===== config.mk =====
export PLATFORM = sky130hd
export DESIGN_NAME = mem_port_arbiter
export DESIGN_NICKNAME = d
export VERILOG_FILES = /design/src/rtl/mem_arb_pkg.sv /design/src/rtl/arb_streak_ctr.sv /design/src/rtl/mem_port_arbiter.sv
export SDC_FILE = /design/constraint.sdc
export NUM_CORES = 1
export LEC_CHECK = 0
export ABC_CLOCK_PERIOD_IN_PS = 1550
export CORE_AREA = 2 2 123 125
export CTS_BUF_LIST = sky130_fd_sc_hd__clkbuf_4 sky130_fd_sc_hd__clkbuf_8
export DETAILED_ROUTE_END_ITERATION = 8
export DIE_AREA = 0 0 125 127
export PLACE_DENSITY_LB_ADDON = 0.05
export SYNTH_ARGS = -nofsm -noshare
export SYNTH_HDL_FRONTEND = slang
export SYNTH_SLANG_ARGS = --single-unit

===== constraint.sdc =====
create_clock -name clk -period 1.55 [get_ports clk]
set_input_delay 0.2325 -clock clk [delete_from_list [all_inputs] [get_ports clk]]
set_output_delay 0.2325 -clock clk [all_outputs]
set_load 0.02 [all_outputs]

===== src/rtl/mem_arb_pkg.sv =====
// Shared types and constants for the instruction/data SRAM port arbiter.
package mem_arb_pkg;

  localparam int unsigned ADDR_W_DEF = 14;
  localparam int unsigned DATA_W_DEF = 32;
  localparam int unsigned STREAK_W   = 4;

  // Which port the read launched last cycle belongs to.
  typedef enum logic [1:0] {
    RD_NONE = 2'd0,
    RD_IM   = 2'd1,
    RD_DM   = 2'd2
  } rd_owner_e;

  localparam logic SRAM_CEB_IDLE = 1'b1;
  localparam logic SRAM_WEB_IDLE = 1'b1;

endpackage


===== src/rtl/arb_streak_ctr.sv =====
// Counts consecutive data-port grants while fetch waits; saturation hands priority to fetch.
module arb_streak_ctr import mem_arb_pkg::*; #(
  parameter int unsigned STREAK_MAX = 4
) (
  input  logic clk,
  input  logic rst_n,
  input  logic im_req_i,
  input  logic dm_gnt_i,
  input  logic im_gnt_i,
  output logic im_prio_o
);

  localparam logic [STREAK_W-1:0] SAT = STREAK_W'(STREAK_MAX);

  logic [STREAK_W-1:0] streak_q, streak_d;

  // NOTE: default assignment first so every path drives streak_d and no latch is inferred.
  always_comb begin
    streak_d = streak_q;
    if (im_gnt_i || !im_req_i) begin
      streak_d = '0;
    end else if (dm_gnt_i && (streak_q != SAT)) begin
      streak_d = streak_q + 1'b1;
    end
  end

  // NOTE: sequential state uses non-blocking assignments so all flops update together.
  always_ff @(posedge clk or negedge rst_n) begin
    if (!rst_n) begin
      streak_q <= '0;
    end else begin
      streak_q <= streak_d;
    end
  end

  assign im_prio_o = (streak_q == SAT);

endmodule


===== src/rtl/mem_port_arbiter.sv =====
// Shares one single-port SRAM between fetch and data ports with bounded data priority.
// Define ARB_PERF_CNT_EN to add the perf_conflict / perf_im_starve event counters.
module mem_port_arbiter import mem_arb_pkg::*; #(
  parameter int unsigned ADDR_W     = ADDR_W_DEF,
  parameter int unsigned DATA_W     = DATA_W_DEF,
  parameter int unsigned STREAK_MAX = 4
) (
  input  logic              clk,
  input  logic              rst,
  input  logic              im_req,
  input  logic [31:0]       im_addr,
  input  logic              im_kill,
  output logic              im_gnt,
  output logic              im_rvalid,
  output logic [DATA_W-1:0] im_rdata,
  input  logic              dm_req,
  input  logic              dm_we,
  input  logic [DATA_W-1:0] dm_bweb,
  input  logic [31:0]       dm_addr,
  input  logic [DATA_W-1:0] dm_wdata,
  output logic              dm_gnt,
  output logic              dm_rvalid,
  output logic [DATA_W-1:0] dm_rdata,
  output logic              sram_ceb,
  output logic              sram_web,
  output logic [DATA_W-1:0] sram_bweb,
  output logic [ADDR_W-1:0] sram_a,
  output logic [DATA_W-1:0] sram_di,
  input  logic [DATA_W-1:0] sram_do
`ifdef ARB_PERF_CNT_EN
  ,
  output logic [31:0]       perf_conflict,
  output logic [31:0]       perf_im_starve
`endif
);

  logic              im_prio;
  rd_owner_e         rd_owner_q, rd_owner_d;
  logic              kill_q, kill_d;
  logic [DATA_W-1:0] im_hold_q, dm_hold_q;

  arb_streak_ctr #(.STREAK_MAX(STREAK_MAX)) u_streak (
    .clk       (clk),
    .rst_n     (rst),
    .im_req_i  (im_req),
    .dm_gnt_i  (dm_gnt),
    .im_gnt_i  (im_gnt),
    .im_prio_o (im_prio)
  );

  assign dm_gnt = dm_req & ~(im_req & im_prio);
  assign im_gnt = im_req & ~dm_gnt;

  always_comb begin
    sram_ceb  = SRAM_CEB_IDLE;
    sram_web  = SRAM_WEB_IDLE;
    sram_bweb = '1;
    sram_a    = '0;
    sram_di   = '0;
    if (dm_gnt) begin
      sram_ceb  = 1'b0;
      sram_web  = ~dm_we;
      sram_bweb = dm_bweb;
      sram_a    = dm_addr[ADDR_W+1:2];
      sram_di   = dm_wdata;
    end else if (im_gnt) begin
      sram_ceb = 1'b0;
      sram_a   = im_addr[ADDR_W+1:2];
    end
  end

  // A redirect in the grant cycle is remembered; one in the return cycle acts directly.
  always_comb begin
    rd_owner_d = RD_NONE;
    if (im_gnt) begin
      rd_owner_d = RD_IM;
    end else if (dm_gnt && !dm_we) begin
      rd_owner_d = RD_DM;
    end
    kill_d = im_gnt & im_kill;
  end

  assign im_rvalid = (rd_owner_q == RD_IM) & ~kill_q & ~im_kill;
  assign dm_rvalid = (rd_owner_q == RD_DM);
  assign im_rdata  = im_rvalid ? sram_do : im_hold_q;
  assign dm_rdata  = dm_rvalid ? sram_do : dm_hold_q;

  // NOTE: hold registers are reset so rdata reads zero until the first return.
  always_ff @(posedge clk or negedge rst) begin
    if (!rst) begin
      rd_owner_q <= RD_NONE;
      kill_q     <= 1'b0;
      im_hold_q  <= '0;
      dm_hold_q  <= '0;
    end else begin
      rd_owner_q <= rd_owner_d;
      kill_q     <= kill_d;
      if (im_rvalid) im_hold_q <= sram_do;
      if (dm_rvalid) dm_hold_q <= sram_do;
    end
  end

  logic conflict_ev, starve_ev;
  assign conflict_ev = im_req & dm_req;
  assign starve_ev   = im_req & ~im_gnt;

`ifdef ARB_PERF_CNT_EN
  logic [31:0] perf_conflict_q, perf_im_starve_q;

  always_ff @(posedge clk or negedge rst) begin
    if (!rst) begin
      perf_conflict_q  <= '0;
      perf_im_starve_q <= '0;
    end else begin
      if (conflict_ev) perf_conflict_q  <= perf_conflict_q + 32'd1;
      if (starve_ev)   perf_im_starve_q <= perf_im_starve_q + 32'd1;
    end
  end

  assign perf_conflict  = perf_conflict_q;
  assign perf_im_starve = perf_im_starve_q;
`else
  logic unused_perf_ev;
  assign unused_perf_ev = conflict_ev ^ starve_ev;
`endif

  // Byte-offset and out-of-range address bits are intentionally dropped.
  logic unused_addr_bits;
  assign unused_addr_bits = ^{im_addr[31:ADDR_W+2], im_addr[1:0],
                              dm_addr[31:ADDR_W+2], dm_addr[1:0]};

endmodule


Yosys cells after proc, flatten, opt, wreduce, memory -nomap -nowiden
Cells that the tools add are included.
- bits in registers: 71
- input bits: 166
- output and inout bits: 148
- logic and storage cells: 40
- $add $sub $neg: 1
- equality and inequality tests: 4
- multiplexer cells: 13
- bitwise logic cells: 11
- reductions and logical operators: 6
- operator list (operator ; number):
    $mux W32 ; 4
    $mux W14 ; 2
    $mux W4 ; 2
    $and A1 B1 Y1 ; 6
    $not A1 Y1 ; 5
    $add A4 B1 Y4 const B ; 1
    $eq A4 B3 Y1 const B ; 1
    $mux W2 ; 2
    $ne A4 B3 Y1 const B ; 1
    $mux W1 ; 3
    $eq A2 B1 Y1 const B ; 1
    $eq A2 B2 Y1 const B ; 1
    $logic_and A1 B1 Y1 ; 2
    $logic_not A1 Y1 ; 2
    $reduce_bool A2 Y1 ; 1
    $logic_or A1 B1 Y1 ; 1

Depth between registers and ports, before layout
Gate-level depths: netlist of run 1.
- depth in word-level cells: 8
- mapped depth: 7
- depth with buffers taken out: 6

Hierarchy
From an unflattened synthesis of run 1, not the netlist that was laid out.
- cells, all modules: 264
- area, all modules: 3354.5 sq um
- modules (own cells, without submodules) (module ; instances ; cells an instance ; area each (sq um) ; sequential area each (sq um)):
    mem_port_arbiter ; 1 ; 238 ; 3118.0 ; 1676.6
    arb_streak_ctr ; 1 ; 26 ; 236.5 ; 100.1

Least setup slack after synthesis of run 1
Ideal clock, no wire load.
- kind: register -> output
- start: reg u_streak.streak_q[0]
- end: out sram_a[10]
- arrival: 1.675 ns
- required time: 1.317 ns
- setup slack: -0.358 ns
- cell stages (with the launch flop): 8
- path buffers: 1
- cells stage by stage: dfrtp_1 > inv_1 > ha_1 > nand4b_1 > nand2_1 > inv_1 > clkbuf_1 > o21ai_0
- longest elaborated chain between the ends: 8
- RTL lines (what ; RTL line ; RTL):
    start, declared ; arb_streak_ctr.sv:15 ; logic [STREAK_W-1:0] streak_q, streak_d;
    start signal, assigned ; arb_streak_ctr.sv:32 ; streak_q <= streak_d;
    $eq A4 B3 Y1 * ; arb_streak_ctr.sv:36 ; assign im_prio_o = (streak_q == SAT);
    $and A1 B1 Y1 * ; mem_port_arbiter.sv:51 ; assign dm_gnt = dm_req & ~(im_req & im_prio);
    $not A1 Y1 * ; mem_port_arbiter.sv:51 ;
    $and A1 B1 Y1 * ; mem_port_arbiter.sv:51 ;
    named net dm_gnt ; mem_port_arbiter.sv:21 ; output logic dm_gnt,
    $not A1 Y1 ; mem_port_arbiter.sv:52 ; assign im_gnt = im_req & ~dm_gnt;
    $and A1 B1 Y1 ; mem_port_arbiter.sv:52 ;
    $mux W14 ; mem_port_arbiter.sv:66 ; end else if (im_gnt) begin
    $mux W14 * ; mem_port_arbiter.sv:60 ; if (dm_gnt) begin
    end, declared ; mem_port_arbiter.sv:27 ; output logic [ADDR_W-1:0] sram_a,
Mark *: on every way through the listed nets, which the timed path passes. The rest lies on a longest branch.

Worst setup path after layout of run 1
- start: reg kill_q
- end: out im_rdata[21]
- longest elaborated chain between the ends: 4
- RTL lines (what ; RTL line ; RTL):
    start, declared ; mem_port_arbiter.sv:39 ; logic kill_q, kill_d;
    start signal, assigned ; mem_port_arbiter.sv:97 ; kill_q <= kill_d;
    $not A1 Y1 ; mem_port_arbiter.sv:83 ; assign im_rvalid = (rd_owner_q == RD_IM) & ~kill_q & ~im_kill;
    $and A1 B1 Y1 (2 in series) ; mem_port_arbiter.sv:83 ;
    $mux W32 ; -- ;
    end, declared ; mem_port_arbiter.sv:15 ; output logic [DATA_W-1:0] im_rdata,
Every way passes these cells.

==> results_dict.tcl, run 1 <==
set metrics [dict create \
    violations "negative setup slack" \
    routed.top_layer "met4" \
    diodes 0 \
    finalCritPeriodShare_pct 134.3 \
    finalPower_uw 7348 \
    switching_share_pct 30.14 \
    clockRootBuffer "clkbuf_8" \
    p_leak_uw 0.003977 \
    routed_wirelength_um 14900 \
    synth_common_cells "dfrtp_1, mux2_2, and3_1" \
    fin_ws_ns -0.5312 \
    row_count 44 \
    crit_type "flop to primary output" \
    drt-vias-per-instance 4.402 \
    synth-compound-area-share_pct 2.076 \
    cp-endpoint "im_rdata[21]" \
    yosysMostFrequentCell "dfrtp_1" \
    seq_area_frac_synth_pct 52.65 \
    ys_top_cells_by_area "dfrtp_1, mux2_2, and3_1" \
    grt-ovfl-total 0 \
    min_period_ns 2.081 \
    first_iter_violations 106 \
    synth_simple_gate_area_share_pct 18.69 \
    fp.dieArea_um2 15880 \
    wl_met2_um 7933 \
    fmax_ghz 0.4805 \
    critPathLaunch "kill_q" \
    cp_max_fo 4 \
    io_pins 314 \
    grt_pass1_vias 3851 \
    ys.flop_type "dfrtp_1" \
    cts_tree "built" \
    start_kind "flop" \
    wire_per_inst_um 18.22 \
    outcome "complete, but fails checks" \
    endpoint_kind "primary output" \
    p_clk_share_pct 22.1 \
    dr_wl_met3_um 1417 \
    synth_area_um2 3374 \
    synth_warnings 0 \
    post-route-util_pct 58.26 \
    finalClockSkew_ns 0.006209 \
    avgSynthCellArea_um2 11.76 \
    cp.required_ns 1.32 \
    num_vias 3601 \
    setup_tns_ns -64.11 \
    initial_core_util_pct 23.40 \
    htreeDepth 3 \
    switchingPower_uw 2215 \
    synthDominantCellAreaShare_pct 52.65 \
    p_int_uw 5133 \
    arrival_ns 1.85 \
    reg2reg_slack_ns -0.02 \
    final-hold-violation-count 0 \
    synth_top_family_by_area "multiplexers" \
    worstMarginPinSlew_ns 0.4355 \
    synth_largest_area_cell "dfrtp_1" \
    clock_sinks 71 \
    dieHeight_um 127 \
    ys_async_sr_fraction_pct 100.0 \
    slew_viol_final 0 \
    rr_endpoint "u_streak.streak_q[0]" \
    die_w_um 125 \
    track_usage_pct 17.28 \
    gp_congestion 0.7582 \
    rr_worst_depth 9 \
    rsz0062_at_grt "true" \
    grt_pass1_wl_um 21540 \
    comb_power_share_pct 46.7 \
    max_slew_margin_pct 70.97 \
    hold_path.class "input pin to asynchronous set/reset pin" \
    setup_viol_count_final 154 \
    ys_seq_elements 71 \
    synthXorXnorAreaFrac_pct 0.5191 \
    synthAdderAreaFrac_pct 0.7416 \
    syn_to_final_growth_pct 149.0 \
    synth-edff-count 0 \
    drc_errors 0 \
    irDropWorstVdd_mv 0.3606 \
    clkSlewWorstSetupHoldPaths_ns 0.07 \
    dr.pass1.iters 4 \
    powerDensity_nw_per_um2 874.4 \
    ant_nets 0 \
    synth_fp_nets 455 \
    m1WireLength_um 5438 \
    drive_gt1_share_pct 62.15 \
    port_buffers 277 \
    dp_worst_setup_slack_ns -0.9592 \
    core_um2 14420 \
    synth_mux_area_share_pct 21.36 \
    netlist_instances 287 \
    fin_nets 798 \
    dp_hpwl_um 10280 \
    cts_buffer_depth 2 \
    max-cap-violations 0 \
    numCtsBuffers 9 \
    reg2reg_from "u_streak.streak_q[0]" \
    sequentialPowerShare_pct 31.2 \
    grt_antenna_before_repair 1 \
    clk_latency_ns 0.34 \
    n_fill_cell 1193 \
    ys_types 20 \
    hold-worst-slack_ns 0.3827 \
    grt_max_degree 33 \
]
-- per-stage QoR --
stage                     area (µm²)  instances
after floorplan                 3626        287
after global placement          6726        747
after detailed placement        6726        747
after CTS                       7416        785
after global routing            8403        818
final                           8403        818
-- how the worst min path moves through the flow --
stage / start / endpoint / depth (start not counted)
after global placement: rst / dm_hold_q[14] / 1
after global routing: rst / im_hold_q[15] / 2
after CTS: rst / im_hold_q[15] / 2
after detailed placement: rst / im_hold_q[14] / 1
after floorplan: rst / dm_hold_q[0] / 0
final: rst / im_hold_q[15] / 2
-- power by group through the flow --
stage | Combinational, µW | Clock (µW) | Sequential (µW)
after detailed placement | 2770 | 0 | 2320
after floorplan | 1330 | 0 | 2280
after global placement | 2760 | 0 | 2310
final | 3430 | 1620 | 2300
after CTS | 2890 | 1700 | 2290
after global routing | 3610 | 1760 | 2330
-- flip-flops by register name, indices dropped and copies added, names as in the netlist --
| name | count |
|---|---|
| dm_hold_q | 32 |
| im_hold_q | 32 |
| u_streak.streak_q | 4 |
| rd_owner_q | 2 |
| kill_q | 1 |
-- cell families after synthesis --
kind of cell             Yosys count
AO/OA/AOI/OAI                     14
XOR/XNOR                           2
adder cells (fa/ha/maj)            2
buffers and inverters             28
flip-flops                        71
multiplexers                      64
AND/OR/NAND/NOR                  106
-- repair_timing --
action | CTS | global route
cloned | 7 | 6
setup buffers | 15 | 32
endpoints found under the hold margin | 29 | 0
gates resized for setup | 784 | 266
endpoints found under the setup margin | 148 | 169
hold buffers | 1 | 0
pin swaps | 14 | 18
-- worst max-delay path, cell delays in order, from the launching register on --
cell       delay, ns
dfrtp_1         0.39
nor4b_4         0.31
buf_6           0.19
clkbuf_16       0.16
mux2_4          0.31
buf_6           0.13
-- area by class of cell --
class | count | area, µm² | share of cell area [%]
Sequential cell | 71 | 1777 | 21.14
Tap cell | 184 | 230.2 | 2.740
Clock buffer | 11 | 145.1 | 1.727
Clock inverter | 4 | 70.07 | 0.8338
Inverter | 4 | 22.52 | 0.2680
Multi-Input combinational cell | 188 | 2217 | 26.38
Timing Repair Buffer | 356 | 3941 | 46.90
-- layer usage --
layer  up-vias  GRT usage [%]
met4         0          3.725
li1       1670              -
met5         -              0
met2       148          31.65
met1      1775          18.20
met3         8          7.998
-- placed cells by master (no fill, tap or decap), types with 8 or more instances in the layout --
| master | count |
|---|---|
| mux2_4 | 63 |
| clkbuf_8 | 10 |
| or2b_4 | 9 |
| nand3_2 | 8 |
| o21ai_4 | 9 |
| and3_4 | 30 |
| dfrtp_1 | 71 |
| buf_4 | 31 |
| nand2_1 | 15 |
| clkdlybuf4s50_1 | 128 |
| buf_6 | 165 |
| nand2b_4 | 20 |
| buf_12 | 13 |
No activity file was read; power rests on OpenSTA's default activity.
==> inputs of run 2 (changes only) <==
ABC_CLOCK_PERIOD_IN_PS = 2550   (was 1550)
CORE_AREA = 2 2 122 124   (was 2 2 123 125)
DIE_AREA = 0 0 124 126   (was 0 0 125 127)
clock period = 2.55 ns   (was 1.55 ns; I/O delays follow)
==> run 2 against run 1 <==
Effect of this change: the run now ends clean; via count down 8.8%; hold slack worse by 0.23 ns; utilization shrank 13 points; global-route usage down 1.5 points; setup slack improved by 0.59 ns; first-iteration DRC count shrank 17%; total power is 47% lower; sequential power fell by 40%; largest power group unchanged; routed wire length down 15%; register-to-register slack improved by 1.0 ns; combinational power shrank 58%; highest routed layer unchanged; die area fell by 1.6%.
==> results_dict.tcl, run 2 (same netlist as run 1, synthesis figures left out) <==
set metrics [dict create \
    cp_top_family "buffers and inverters" \
    p_clk_share_pct 26.9 \
    numCtsBuffers 9 \
    irDropWorstVdd_mv 0.3156 \
    dp_worst_setup_slack_ns -0.2255 \
    dr.pass1.iters 4 \
    dp_hpwl_um 9643 \
    gp_congestion 0.7180 \
    endpoint_kind "primary output" \
    final_cell_mix "clkdlybuf4s50_1, dfrtp_1, mux2_2" \
    fin_ws_ns 0.06030 \
    clkSlewWorstSetupHoldPaths_ns 0.07 \
    reg2reg_from "rd_owner_q[1]" \
    sequentialPowerShare_pct 35.6 \
    ant_nets 0 \
    grt_antenna_before_repair 0 \
    slowest_delay_ns 0.47 \
    path_cells "clkdlybuf4s50_1 -> nor4b_4 -> buf_4 -> buf_6 -> mux2_2 -> dlygate4sd2_1" \
    crit_path_top_delay_cell "clkdlybuf4s50_1" \
    finalClockSkew_ns 0.01226 \
    diodes 0 \
    max_slew_margin_pct 38.34 \
    io_pins 314 \
    post-route-util_pct 44.99 \
    fin_nets 737 \
    comb_power_share_pct 37.5 \
    clk_latency_ns 0.35 \
    row_count 44 \
    cts_buffer_depth 2 \
    routed_wirelength_um 12620 \
    htreeDepth 3 \
    drive_gt1_share_pct 27.53 \
    setup_tns_ns 0 \
    arrival_ns 2.11 \
    clock_sinks 71 \
    port_buffers 277 \
    max-cap-violations 0 \
    cts_hold_buf 0 \
    switching_share_pct 31.06 \
    dpl-instance-area_um2 6341 \
    fmax_ghz 0.4017 \
    final_common_cell "clkdlybuf4s50_1" \
    track_usage_pct 15.79 \
    slew_viol_final 0 \
    dieHeight_um 126 \
    fin_area_um2 6440 \
    clockRootBuffer "clkbuf_8" \
    num_vias 3285 \
    drt-vias-per-instance 4.334 \
    crit_buf_inv 4 \
    grt_pass1_wl_um 18730 \
    initial_core_util_pct 23.58 \
    final-hold-violation-count 0 \
    first_iter_violations 88 \
    fp.dieArea_um2 15620 \
    cts_tree "built" \
    finalCritPeriodShare_pct 97.64 \
    start_kind "input pin" \
    setup_viol_count_final 0 \
    hold_path.class "input pin to asynchronous set/reset pin" \
    drc_errors 0 \
    syn_to_final_growth_pct 90.84 \
    cp_max_fo 8 \
    min_period_ns 2.490 \
    grt_max_degree 72 \
    outcome "finished, final reports clean" \
    p_leak_uw 0.002950 \
    critPathLaunch "im_kill" \
    p_int_uw 2671 \
    grt_pass1_vias 3502 \
    cp.required_ns 2.17 \
    worstMarginPinSlew_ns 0.9248 \
    largest_registers "dm_hold_q x32, im_hold_q x32, u_streak.streak_q x4" \
    powerDensity_nw_per_um2 601.6 \
    core_um2 14310 \
    wire_per_inst_um 16.65 \
    grt-ovfl-total 0 \
    switchingPower_uw 1203 \
    die_w_um 124 \
    crit_type "input pin to primary output" \
]
==> run 2: cell types whose count changed in the layout (fill, tap and decap cells not counted), moves of 30 or more <==
cell | previous run | this run
mux2_2 | 1 | 63
and3_4 | 30 | 0
mux2_4 | 63 | 0
clkbuf_2 | 1 | 50
and3_1 | 7 | 37
buf_6 | 165 | 5
clkdlybuf4s50_1 | 128 | 163
==> run 2: area by class of cell <==
cell class / count / area, µm²
fill: 1411 / 7874
timing repair buffer: 295 / 2715
sequential: 71 / 1777
multi-input combinational: 188 / 1466
tap: 184 / 230.2
clock buffer: 12 / 158.9
clock inverter: 4 / 77.57
inverter: 4 / 15.01
==> run 2: final timing paths <==
| check | end | depth (start not counted) | slack, ns |
|---|---|---|---|
| setup / recovery | im_rdata[9] | 6 | 0.06 |
| hold / removal | dm_hold_q[5] | 1 | 0.15 |
| setup reg to reg | im_hold_q[27] | 4 | 1.02 |
| min in group clk | dm_hold_q[27] | 1 | 0.50 |
| hold reg to reg | dm_hold_q[27] | 1 | 0.50 |
| max in group asynchronous | dm_hold_q[16] | 1 | 1.77 |
==> run 2: power groups by stage <==
stage	logic (µW)	registers (µW)	clock network, µW
final	1450	1380	1040
after global routing	1550	1400	1130
after global placement	1590	1400	0
after floorplan	739	1390	0
after CTS	1480	1380	1080
after detailed placement	1600	1410	0
==> run 2: what timing repair did <==
item	4_1_cts	5_1_grt
buffers inserted	3	1
setup endpoints to repair	108	65
gates cloned	3	1
gates resized for setup	116	142
==> run 2: metal layers <==
metal | track usage [%] | up-vias | share of wire (%)
met5 | 0 | - | 0
met4 | 5.948 | 0 | 1.7
met3 | 5.208 | 15 | 8.4
met2 | 29.77 | 147 | 54
met1 | 15.73 | 1571 | 36
li1 | - | 1552 | -
==> run 2: stage by stage <==
step	total power [µW]	hold WS [ns]	std cells
6_report	3874	0.1527	758
5_1_grt	4085	0.2379	758
4_1_cts	3941	0.1937	756
3_5_place_dp	3009	0.4815	734
3_3_place_gp	2988	0.4685	734
2_1_floorplan	2125	0.08691	287
==> inputs of run 3 (changes only) <==
GPL_TIMING_DRIVEN = 0   (was unset)
==> run 3 against run 2 <==
Effect of this change: cell count up 1.5%; via count up 1.7%; total power down 3.9%; sequential power about the same; critical path type unchanged; largest power group unchanged.
==> results_dict.tcl, run 3 (same netlist as run 1, synthesis figures left out) <==
set metrics [dict create \
    max_slew_margin_pct 74.36 \
    track_usage_pct 15.57 \
    gp_congestion 0.8316 \
    dr.pass1.iters 4 \
    finalPower_uw 3724 \
    htreeDepth 3 \
    largest_registers "dm_hold_q x32, im_hold_q x32, u_streak.streak_q x4" \
    finalCritPeriodShare_pct 98.88 \
    cts_buffer_depth 2 \
    clkSlewWorstSetupHoldPaths_ns 0.08 \
    rr_endpoint "im_hold_q[8]" \
    final_cell_mix "clkdlybuf4s50_1, dfrtp_1, mux2_2" \
    endpoint_kind "primary output" \
    dp_worst_setup_slack_ns -0.3892 \
    n_fill_cell 1399 \
    dieHeight_um 126 \
    syn_to_final_growth_pct 91.25 \
    fin_nets 748 \
    ant_nets 0 \
    final_common_cell "clkdlybuf4s50_1" \
    reg2reg_from "rd_owner_q[1]" \
    final-hold-violation-count 0 \
    clock_sinks 71 \
    grt_pass1_vias 3496 \
    drt-vias-per-instance 4.346 \
    fin_ws_ns 0.02848 \
    num_vias 3342 \
    cp.required_ns 2.17 \
    p_leak_uw 0.003045 \
    setup_viol_count_final 0 \
    hold-worst-slack_ns 0.4735 \
    outcome "finished, final reports clean" \
    initial_core_util_pct 23.58 \
    core_um2 14310 \
    arrival_ns 2.14 \
    grt_antenna_before_repair 0 \
    finalClockSkew_ns 0.007247 \
    rsz0062_at_grt "true" \
    numCtsBuffers 9 \
    port_buffers 277 \
    irDropWorstVdd_mv 0.2119 \
    clk_latency_ns 0.35 \
    fmax_ghz 0.3966 \
    drc_errors 0 \
    wire_per_inst_um 16.13 \
    cp_max_fo 10 \
    routed_wirelength_um 12410 \
    grt_max_degree 49 \
    powerDensity_nw_per_um2 577.0 \
    io_pins 314 \
    hold_path.class "input pin to asynchronous set/reset pin" \
    worstMarginPinSlew_ns 0.3846 \
    first_iter_violations 93 \
    min_period_ns 2.522 \
    row_count 44 \
    reg2reg_slack_ns 1.02 \
    slew_viol_final 0 \
    max-cap-violations 0 \
    grt_pass1_wl_um 18420 \
    diodes 0 \
    crit_type "input pin to primary output" \
    die_w_um 124 \
    drive_gt1_share_pct 27.18 \
    clockRootBuffer "clkbuf_8" \
    grt-ovfl-total 0 \
    rr_worst_depth 4 \
    fp.dieArea_um2 15620 \
    cts_tree "built" \
    start_kind "input pin" \
    dp_hpwl_um 10090 \
]
## run 3: worst max-delay path: stages
cell and delay [ns]:
clkdlybuf4s50_1 0.46, nor4b_4 0.28, buf_6 0.17, buf_6 0.16, mux2_2 0.36, dlygate4sd2_1 0.32
## run 3: worst max path at each step
stage / start / to / slack, ns / depth (start not counted)
after detailed placement: im_kill / im_rdata[27] / -0.39 / 5
final: im_kill / im_rdata[22] / 0.03 / 6
after CTS: u_streak.streak_q[0] / sram_di[28] / 0.0002 / 7
after floorplan: u_streak.streak_q[0] / sram_a[10] / 0.49 / 7
after global placement: rst / im_hold_q[26] / -1.41 / 1
after global routing: im_kill / im_rdata[29] / -0.05 / 6
## run 3: area by class of cell
type	count	area, µm²	area share, %
Timing Repair Buffer	283	2576	39.92
Sequential cell	71	1777	27.53
Multi-Input combinational cell	188	1469	22.76
Tap cell	184	230.2	3.567
Buffer	23	178.9	2.772
Clock buffer	10	137.6	2.133
Clock inverter	6	67.56	1.047
Inverter	4	17.52	0.2714
## run 3: timing repair
item | in CTS | in global routing
endpoints found under the setup margin | 143 | 108
gates cloned | 0 | 0
buffers inserted | 2 | 2
hold buffers | 1 | 0
endpoints found under the hold margin | 23 | 0
gates resized for setup | 165 | 142
pin swaps | 1 | 0
## run 3: power breakdown
part,switching [µW],internal [µW]
Combinational,733,691
Clock,439,483
Sequential,46.7,1330
## run 3: per-stage QoR
step | TNS [ns] | cells | util (%) | instance area (µm²)
2_1_floorplan | 0 | 287 | - | 3374
3_5_place_dp | -31.89 | 749 | 44.73 | 6402
3_3_place_gp | -126.45 | 748 | 44.55 | 6377
6_report | 0 | 769 | 45.09 | 6454
4_1_cts | 0 | 767 | 45.90 | 6570
5_1_grt | -0.3018 | 769 | 45.09 | 6454
## run 3: routing by layer
layer / share of wire, % / global-route usage, % / wire, µm / vias to the layer above
met2: 52 / 27.67 / 6503 / 154
li1: - / - / - / 1573
met1: 34 / 15.22 / 4200 / 1596
met5: 0 / 0 / 0 / -
met4: 2.4 / 6.015 / 296 / 0
met3: 11 / 7.880 / 1406 / 19
